## src/rtl/mem_wb_skid_stage.sv

```systemverilog
// mem_wb_skid_stage: MEM->WB stage register with valid/ready, optional 2-entry skid, flush and forwarding
module mem_wb_skid_stage #(
  parameter int N    = 32,
  parameter int RW   = 5,
  parameter bit SKID = 1'b1
) (
  input  logic          clock,
  input  logic          reset,
  input  logic          flush,
  input  logic          in_valid,
  output logic          in_ready,
  input  logic          in_wr_en,
  input  logic          in_wd_sel,
  input  logic [RW-1:0] in_rw,
  input  logic [N-1:0]  in_alu_result,
  input  logic [N-1:0]  in_rd,
  output logic          out_valid,
  input  logic          out_ready,
  output logic          out_wr_en,
  output logic          out_wd_sel,
  output logic [RW-1:0] out_rw,
  output logic [N-1:0]  out_alu_result,
  output logic [N-1:0]  out_rd,
  output logic          fwd_en,
  output logic [RW-1:0] fwd_rw,
  output logic [N-1:0]  fwd_data,
  output logic [1:0]    occupancy
);
  typedef enum logic [1:0] {EMPTY = 2'd0, MAIN = 2'd1, FULL = 2'd2} state_t;
  typedef struct packed {
    logic          wr_en;
    logic          wd_sel;
    logic [RW-1:0] rw;
    logic [N-1:0]  alu;
    logic [N-1:0]  rd;
  } entry_t;
  state_t state_q, state_d;
  entry_t main_q, skid_q, in_e;
  logic acc, drn, ld_main, ld_skid, from_skid;
  assign in_e = '{wr_en: in_wr_en, wd_sel: in_wd_sel, rw: in_rw, alu: in_alu_result, rd: in_rd};
  assign acc  = in_valid & in_ready;
  assign drn  = out_valid & out_ready;
  always_comb begin
    state_d   = state_q;
    ld_main   = 1'b0;
    ld_skid   = 1'b0;
    from_skid = 1'b0;
    case (state_q)
      EMPTY: if (acc) begin
        state_d = MAIN;
        ld_main = 1'b1;
      end
      MAIN: if (acc && drn) ld_main = 1'b1;
      else if (acc) begin
        state_d = FULL;
        ld_skid = 1'b1;
      end else if (drn) state_d = EMPTY;
      FULL: if (drn) begin
        state_d   = MAIN;
        ld_main   = 1'b1;
        from_skid = 1'b1;
      end
      default: state_d = EMPTY;
    endcase
    if (flush) begin
      state_d = EMPTY;
      ld_main = 1'b0;
      ld_skid = 1'b0;
    end
  end
  always_ff @(posedge clock or negedge reset)
    if (!reset) state_q <= EMPTY;
    else state_q <= state_d;
  always_ff @(posedge clock or negedge reset)
    if (!reset) begin
      main_q <= '0;
      skid_q <= '0;
    end else begin
      if (ld_main) main_q <= from_skid ? skid_q : in_e;
      if (ld_skid) skid_q <= in_e;
    end
  // with the skid buffer, in_ready is its own flop so out_ready never reaches it combinationally
  generate
    if (SKID) begin : g_skid
      logic rdy_q;
      always_ff @(posedge clock or negedge reset)
        if (!reset) rdy_q <= 1'b1;
        else rdy_q <= state_d != FULL;
      assign in_ready = rdy_q;
    end else begin : g_single
      assign in_ready = !out_valid | out_ready;
    end
  endgenerate
  assign out_valid      = state_q != EMPTY;
  assign out_wr_en      = main_q.wr_en & out_valid;
  assign out_wd_sel     = main_q.wd_sel;
  assign out_rw         = main_q.rw;
  assign out_alu_result = main_q.alu;
  assign out_rd         = main_q.rd;
  assign fwd_en         = out_wr_en & (main_q.rw != '0);
  assign fwd_rw         = main_q.rw;
  assign fwd_data       = main_q.wd_sel ? main_q.rd : main_q.alu;
  assign occupancy      = state_q;
endmodule

```

## config.mk

```make
export PLATFORM = sky130hd
export DESIGN_NAME = mem_wb_skid_stage
export DESIGN_NICKNAME = d
export VERILOG_FILES = /design/src/rtl/mem_wb_skid_stage.sv
export SDC_FILE = /design/constraint.sdc
export NUM_CORES = 1
export LEC_CHECK = 0
export BUFFER_PORTS_ARGS = -buffer_cell sky130_fd_sc_hd__buf_4
export CAP_MARGIN = 10
export CORE_MARGIN = 2
export CORE_UTILIZATION = 53
export CTS_CLUSTER_SIZE = 12
export DETAILED_ROUTE_END_ITERATION = 16
export PLACE_DENSITY = 0.89
export SLEW_MARGIN = 10
export SYNTH_ARGS = -nofsm -noshare
export SYNTH_HDL_FRONTEND = slang
export SYNTH_SLANG_ARGS = --single-unit
```

## constraint.sdc

```tcl
create_clock -name clock -period 1.8 [get_ports clock]
set_input_delay 0.09 -clock clock [delete_from_list [all_inputs] [get_ports clock]]
set_output_delay 0.09 -clock clock [all_outputs]
set_load 0.01 [all_outputs]
```

# Yosys cells after proc, flatten, opt, wreduce, memory -nomap -nowiden
# Cells that the tools add are included.
op_classes:
  n_eq_ne: 3
  reduce_logical: 4
  muxes: 18
  bitwise: 4
ops:
  columns: ["operator", "count"]
  rows:
  - ["$mux 71", 1]
  - ["$mux 32", 1]
  - ["$mux 2", 6]
  - ["$mux 1", 8]
  - ["$pmux 2 s3", 1]
  - ["$reduce_bool 5->1", 1]
  - ["$and 1x1->1", 4]
  - ["$pmux 1 s3", 1]
  - ["$eq 2x1->1 const B", 1]
  - ["$eq 2x2->1 const B", 1]
  - ["$logic_not 2->1", 1]
  - ["$ne 2x2->1 const B", 1]
  - ["$reduce_bool 2->1", 1]
  - ["$logic_and 1x1->1", 1]
word_totals:
  word_cells: 41
  regBits: 145
  out_inout_bits: 113

# Logic depth before layout (Yosys ltp)
# Gate-level depths: netlist of run 1.
depth:
  ltp_word: 8
  depth_mapped: 5

# Worst setup path after synthesis of run 1
# OpenSTA, ideal clock, no wires.
synth_timing:
  kind: "register to register"
  from: "register g_skid.rdy_q, in the netlist in_ready"
  to: "register skid_q[0] (netlist name)"
  t_required_ns: 1.675
  path_buffers: 2
  setup_slack_ns: 0.151
  arrival_ns: 1.524
  stages_incl_launch_ff: 6
  path_cell_list: "dfstp_2 > nand4bb_1 > buf_4 > nor2_8 > buf_12 > mux2_4"
synth_between:
  elab_chain_cells: 5
synth_rtl:
  columns: ["element", "line", "source"]
  rows:
  - ["from (decl)", "85", "logic rdy_q;"]
  - ["from (signal assigned)", "87", "if (!reset) rdy_q <= 1'b1;"]
  - ["from (signal assigned)", "88", "else rdy_q <= state_d != FULL;"]
  - ["$and 1x1->1 *", "41", "assign acc = in_valid & in_ready;"]
  - ["$mux 1 or $logic_and 1x1->1 (tied branches)", "54, 53", null]
  - ["$mux 1 *", "53", "MAIN: if (acc && drn) ld_main = 1'b1;"]
  - ["$mux 1 *", "48", "case (state_q)"]
  - ["$mux 1 *", "65", "if (flush) begin"]
  - ["to (signal assigned)", "80", "if (ld_skid) skid_q <= in_e;"]
  - ["to (decl)", "38", "entry_t main_q, skid_q, in_e;"]
# Mark *: on every way between the ends. The rest lies on a longest branch, timed or not.
# A chain may end at the register's enable or synchronous reset.

# Worst setup path after layout of run 1
layout_timing:
  from: "register state_q[1], in the netlist occupancy[1]"
  to: "register skid_q[16] (netlist name)"
layout_between:
  elab_chain_cells: 6
layout_rtl:
  columns: ["element", "line", "source"]
  rows:
  - ["from (decl)", "37", "state_t state_q, state_d;"]
  - ["from (signal assigned)", "73", "else state_q <= state_d;"]
  - ["$reduce_bool 2->1", "94", "assign out_valid = state_q != EMPTY;"]
  - ["$and 1x1->1", "42", "assign drn = out_valid & out_ready;"]
  - ["$logic_and 1x1->1", "53", null]
  - ["$mux 1", "53", null]
  - ["$mux 1 *", "48", null]
  - ["$mux 1 *", "65", null]
# Marked as above.

==> flow_metrics.env, run 1 <==
export IMPL_worst_clock_skew_ns=0.00841
export IMPL_drt_drc_violations_left=0
export IMPL_grt_max_degree=58
export IMPL_dp_hpwl_mm=11.4
export IMPL_gr_usage_all_layers_pct=27.1
export IMPL_die_h_um=122
export IMPL_core_mm2=0.0133
export IMPL_min_period_over_period_pct=98.0
export IMPL_pin_count=189
export IMPL_final_cells=900
export IMPL_synth_cell_types=25
export IMPL_clkSinkCount=145
export IMPL_fillers=789
export IMPL_syn_area_mm2=0.00732
export IMPL_cts_buffers=17
export IMPL_fmax_mhz=567
export IMPL_rows=42
export IMPL_synth_area_leaders="dfrtp_1 49%, mux2_4 14%, o32a_1 9.7%"
export IMPL_cp_start_kind="flop"
export IMPL_status="finished, final reports clean"
export IMPL_p_total_mw=11.4
export IMPL_critPathArrivalTime_ns=2.06
export IMPL_fin_setup_tns_ns=0
export IMPL_drt_met1_wl_mm=7.64
export IMPL_clockBufferDepth=2
export IMPL_drt_iter0_drc=402
export IMPL_vias_per_cell=5.81
export IMPL_syn_avg_cell_area_um2=13.9
export IMPL_rsz0062_at_grt="true"
export IMPL_maxCapViolCount=0
export IMPL_die_area_mm2=0.0148
export IMPL_peakVddDrop_mv=0.637
export IMPL_vias=5230
export IMPL_clock_latency_ns=0.42
export IMPL_cellPowerDensity_mw_per_mm2=1170
export IMPL_cp_data_required_time_ns=2.10
export IMPL_cts_htree_levels=4
export IMPL_fin_crit_ns=1.76
export IMPL_finalHoldViolations=0
export IMPL_syn_to_final_growth_pct=33.3
export IMPL_slew_headroom_pct=64.0
export IMPL_wl_met3_mm=1.03
export IMPL_hp_class="in -> reg"
export IMPL_synthesis_nets=601
export IMPL_ant_nets=0
export IMPL_finalMaxSlewViolations=0
export IMPL_synth_edff_count=0
export IMPL_synth_top_area_share_pct=49.2
export IMPL_synthFlopType="dfrtp_1"
export IMPL_portBuffers=188
export IMPL_fp_dieW_um=122
export IMPL_numPlacedInstances=788
export IMPL_ys_ff_latch=145
export IMPL_first_pass_iters=5
export IMPL_top_layer="met4"
export IMPL_antenna_found_initial=1
export IMPL_ys_async_sr_fraction_pct=100
export IMPL_grt_ovfl_total=0
export IMPL_clk_pin_slew_ns=0.06
export IMPL_yosys_area_top_type="dfrtp_1"
export IMPL_total_leakage_power_nw=4.26
export IMPL_crit_path_end_kind="flop"
export IMPL_start_util_pct=54.8
export IMPL_routed_wirelength_mm=19.5
export IMPL_critical_path_class="reg -> reg"
export IMPL_netlist_instances=525
export IMPL_cts_tree="built"
export IMPL_place_congestion=0.778
export IMPL_grt_pass1_wl_mm=30.6
export IMPL_yosysWarnings=0
export IMPL_wl_met2_mm=10.3
export IMPL_path_max_fanout=40
export IMPL_ys_seq_area_share_pct=49.6
export IMPL_final_layout_size_suffix_gt1_share_pct=48.8
export IMPL_clk_root_buffer_cell="clkbuf_16"
export IMPL_worst_pin_slew_ns=0.540
export IMPL_grt_pass1_vias=5650
export IMPL_num_nets_final=786
export IMPL_final_setup_viol_count=0
export IMPL_wl_per_cell_um=21.6
synthesized netlist by cell type, types with 2 or more instances:
library cell  count
and2_1            2
nand4bb_1         2
o21a_1           72
buf_2            18
dfrtp_1         144
nor3_1            2
buf_12            7
buf_4            77
mux2_4           70
o32a_1           71
clkbuf_1         14
mux2_2           33
worst max-delay path, stage by stage, from the launching register on:
cell,delay (ns)
dfrtp_1,0.39
buf_4,0.14
nand4bb_4,0.26
nor2_8,0.18
buf_16,0.28
mux2_4,0.34
sequential cells by signal, summed over array words and instances, names as in the netlist:
signal / flops
main_q: 1
skid_q: 71
out_alu_result: 32
occupancy: 2
fwd_rw: 5
out_wd_sel: 1
out_rd: 32
in_ready: 1
path summary, 6_finish.rpt:
kind / start / to / slack [ns] / depth (start not counted)
min in group asynchronous: reset / out_rd[21]$_DFFE_PN0P_ / 0.20 / 2
max reg2reg: occupancy[1]$_DFF_PN0_ / skid_q[16]$_DFFE_PN0P_ / 0.04 / 5
min reg2reg: main_q[70]$_DFFE_PN0P_ / main_q[70]$_DFFE_PN0P_ / 0.50 / 1
max: occupancy[1]$_DFF_PN0_ / skid_q[16]$_DFFE_PN0P_ / 0.04 / 5
max in group asynchronous: reset / skid_q[64]$_DFFE_PN0P_ / 0.86 / 3
min: in_valid / occupancy[0]$_DFF_PN0_ / 0.05 / 3
routing by layer:
layer	up-vias	GRT usage [%]
li1	2281	-
met1	2678	32.7
met2	231	47.4
met3	40	6.02
met4	0	10.8
met5	-	0
kinds of logic after synthesis:
kind of cell | count (synthesis) | synth area share (%)
AO/OA/AOI/OAI | 147 | 17.6
buffers and inverters | 117 | 11.8
multiplexers | 103 | 19.4
flip-flops | 145 | 49.6
AND/OR/NAND/NOR | 13 | 1.57
where the power goes:
part	leakage (nW)	switching (mW)	internal [mW]
Clock	0.288	1.33	2.17
Sequential	1.69	0.611	4.04
Combinational	2.28	1.21	2.01
through the flow:
step	area [um^2]	hold WS [ns]	setup WS [ns]	utilization, %
CTS	9730	0.0249	0.0154	72.9
global route	9760	0.0662	-0.0127	73.1
global placement	8360	0.0899	0.155	62.7
detailed placement	8360	0.0960	0.0848	62.7
floorplan	7320	-0.206	0.151	-
finish	9760	0.0489	0.0360	73.1
what timing repair did:
| item | in CTS | in global routing |
|---|---|---|
| endpoints found under the setup margin | 1 | 12 |
| buffers inserted | 3 | 2 |
| endpoints found under the hold margin | 128 | 0 |
| gates resized for setup | 3 | 2 |
| hold buffers | 74 | 0 |
| gates cloned | 0 | 0 |
cell usage in the layout (no fill, tap or decap), types with 2 or more instances in the layout:
cell,instances
buf_12,8
mux2_2,33
o32a_1,71
nand4bb_4,2
buf_6,2
dfrtp_1,144
nor3_1,2
buf_4,197
clkbuf_16,17
o21a_1,72
clkinvlp_4,3
mux2_4,70
bufinv_16,2
clkinv_2,5
dlygate4sd3_1,74
clkbuf_8,4
layout make-up:
type                    instances  area [um^2]  share of cell area [%]
repair buffers                282         2430                    24.9
clock inverters                10          108                    1.10
clock buffers                  22          484                    4.96
multi-input cells             263         2880                    29.5
flip-flops and latches        145         3630                    37.2
well taps                     176          220                    2.26
inverters                       1         3.75                  0.0385
diodes                          1         2.50                  0.0256
No activity file was read; power rests on OpenSTA's default activity.
==> run 2, diff against run 1 <==
--- a/config.mk
+++ b/config.mk
@@ -9,8 +9,10 @@
 export CAP_MARGIN = 10
 export CORE_MARGIN = 2
 export CORE_UTILIZATION = 53
-export CTS_CLUSTER_SIZE = 12
+export CTS_CLUSTER_SIZE = 30
 export DETAILED_ROUTE_END_ITERATION = 16
+export GPL_ROUTABILITY_DRIVEN = 0
+export MAX_ROUTING_LAYER = met4
 export PLACE_DENSITY = 0.89
 export SLEW_MARGIN = 10
 export SYNTH_ARGS = -nofsm -noshare
==> flow_metrics.env, run 2 (synthesis results as in run 1) <==
export IMPL_cts_buffers=17
export IMPL_largest_reg_flops=71
export IMPL_setup_ws_ns=0.0349
export IMPL_fillers=789
export IMPL_slowest_stage="or4_4"
export IMPL_clkSinkCount=145
export IMPL_antenna_found_initial=1
export IMPL_core_mm2=0.0133
export IMPL_cpLargestDelayFamily="simple AND/OR/NAND/NOR gates"
export IMPL_rows=42
export IMPL_cts_tree="built"
export IMPL_layout_commonest_cell="buf_4"
export IMPL_routed_wirelength_mm=19.5
export IMPL_die_area_mm2=0.0148
export IMPL_critPathArrivalTime_ns=1.68
export IMPL_cpPeakStageDelay_ns=0.54
export IMPL_hp_class="in -> reg"
export IMPL_syn_to_final_growth_pct=33.3
export IMPL_first_pass_iters=5
export IMPL_fmax_mhz=567
export IMPL_maxCapViolCount=0
export IMPL_finalHoldViolations=0
export IMPL_rsz0062_at_grt="true"
export IMPL_cp_data_required_time_ns=1.71
export IMPL_cts_htree_levels=4
export IMPL_fp_dieW_um=122
export IMPL_drt_drc_violations_left=0
export IMPL_final_layout_size_suffix_gt1_share_pct=48.8
export IMPL_clock_latency_ns=0.42
export IMPL_finish_utilization_pct=73.1
export IMPL_portBuffers=188
export IMPL_crit_buf_inv=1
export IMPL_dp_hpwl_mm=11.4
export IMPL_crit_path_end_kind="output pin"
export IMPL_regToRegEndpoint="skid_q[16]$_DFFE_PN0P_"
export IMPL_grt_ovfl_total=0
export IMPL_cp_cell_sequence="or4_4 -> o21a_1 -> buf_4"
export IMPL_path_max_fanout=2
export IMPL_grt_pass1_wl_mm=30.5
export IMPL_min_period_over_period_pct=98.1
export IMPL_cellPowerDensity_mw_per_mm2=1170
export IMPL_die_h_um=122
export IMPL_grt_max_degree=58
export IMPL_final_cell_mix="197 x buf_4, 144 x dfrtp_1, 74 x dlygate4sd3_1"
export IMPL_largest_register="skid_q"
export IMPL_p_total_mw=11.4
export IMPL_reg2reg_slack_ns=0.04
export IMPL_ant_nets=0
export IMPL_drt_iter0_drc=435
export IMPL_vias=5239
export IMPL_reg2reg_depth=5
export IMPL_fin_crit_ns=1.77
export IMPL_clockBufferDepth=2
export IMPL_grt_pass1_vias=5671
export IMPL_post_place_ws_ns=0.0848
export IMPL_worst_clock_skew_ns=0.00713
export IMPL_peakVddDrop_mv=0.636
export IMPL_crit_cells=3
export IMPL_finalMaxSlewViolations=0
export IMPL_cp_start_kind="flop"
export IMPL_worst_pin_slew_ns=0.541
export IMPL_clk_pin_slew_ns=0.06
export IMPL_critical_path_class="reg -> out"
export IMPL_start_util_pct=54.8
export IMPL_clk_root_buffer_cell="clkbuf_16"
export IMPL_worstSetupEndpoint="fwd_en"
export IMPL_pin_count=189
export IMPL_wl_per_cell_um=21.6
export IMPL_status="finished, final reports clean"
export IMPL_cp_startpoint="fwd_rw[0]$_DFFE_PN0P_"
export IMPL_gr_usage_all_layers_pct=27.9
export IMPL_num_nets_final=786
export IMPL_vias_per_cell=5.82
export IMPL_reg2reg_from="occupancy[1]$_DFF_PN0_"
export IMPL_final_setup_viol_count=0
export IMPL_slew_headroom_pct=63.9
export IMPL_total_leakage_power_nw=4.26
## run 2: tightest hold or removal path, stage by stage
cell and delay [ns]:
buf_4 0.10, and2_1 0.16, a2111oi_2 0.08
## run 2: metal layers
metal / track usage, % / share of wire, % / vias to the layer above
li1: - / - / 2282
met1: 32.6 / 39 / 2678
met2: 47.5 / 53 / 228
met3: 5.45 / 4.8 / 51
met4: 11.3 / 2.9 / 0
met5: - / 0 / -
## run 2: how the worst min path moves through the flow
stage	start	endpoint	slack, ns	depth (start not counted)
after floorplan	reset	fwd_rw[0]$_DFFE_PN0P_	-0.21	0
after global placement	reset	out_alu_result[23]$_DFFE_PN0P_	0.09	1
after detailed placement	reset	out_alu_result[24]$_DFFE_PN0P_	0.1	1
after CTS	in_valid	occupancy[0]$_DFF_PN0_	0.02	3
after global routing	in_valid	occupancy[0]$_DFF_PN0_	0.07	3
final	in_valid	occupancy[0]$_DFF_PN0_	0.05	3
## run 2: layout make-up
| class | instances | area, um^2 | share of cell area, % |
|---|---|---|---|
| Sequential cell | 145 | 3630 | 37.2 |
| Multi-Input combinational cell | 263 | 2880 | 29.5 |
| Timing Repair Buffer | 282 | 2430 | 24.9 |
| Clock buffer | 22 | 484 | 4.96 |
| Tap cell | 176 | 220 | 2.26 |
| Clock inverter | 10 | 108 | 1.10 |
| Inverter | 1 | 3.75 | 0.0385 |
| Antenna cell | 1 | 2.50 | 0.0256 |
## run 2: through the flow
stage | area (um^2) | TNS (ns) | hold WS (ns) | cells
6_report | 9760 | 0 | 0.0467 | 900
5_1_grt | 9760 | -0.0417 | 0.0662 | 900
4_1_cts | 9730 | 0 | 0.0249 | 897
3_5_place_dp | 8360 | 0 | 0.0960 | 788
3_3_place_gp | 8360 | 0 | 0.0899 | 788
2_1_floorplan | 7320 | 0 | -0.206 | 525
## run 2: repair_timing
action,CTS,global route
cloned,0,0
endpoints found under the hold margin,128,0
resized for setup,3,2
setup endpoints to repair,1,13
hold buffers,74,0
buffers inserted,3,2
## run 2: where the power goes
| part | total [mW] | internal (mW) | switching [mW] |
|---|---|---|---|
| Combinational | 3.22 | 2.01 | 1.21 |
| Clock | 3.51 | 2.17 | 1.33 |
| Sequential | 4.65 | 4.04 | 0.615 |
| Total | 11.4 | 8.22 | 3.15 |
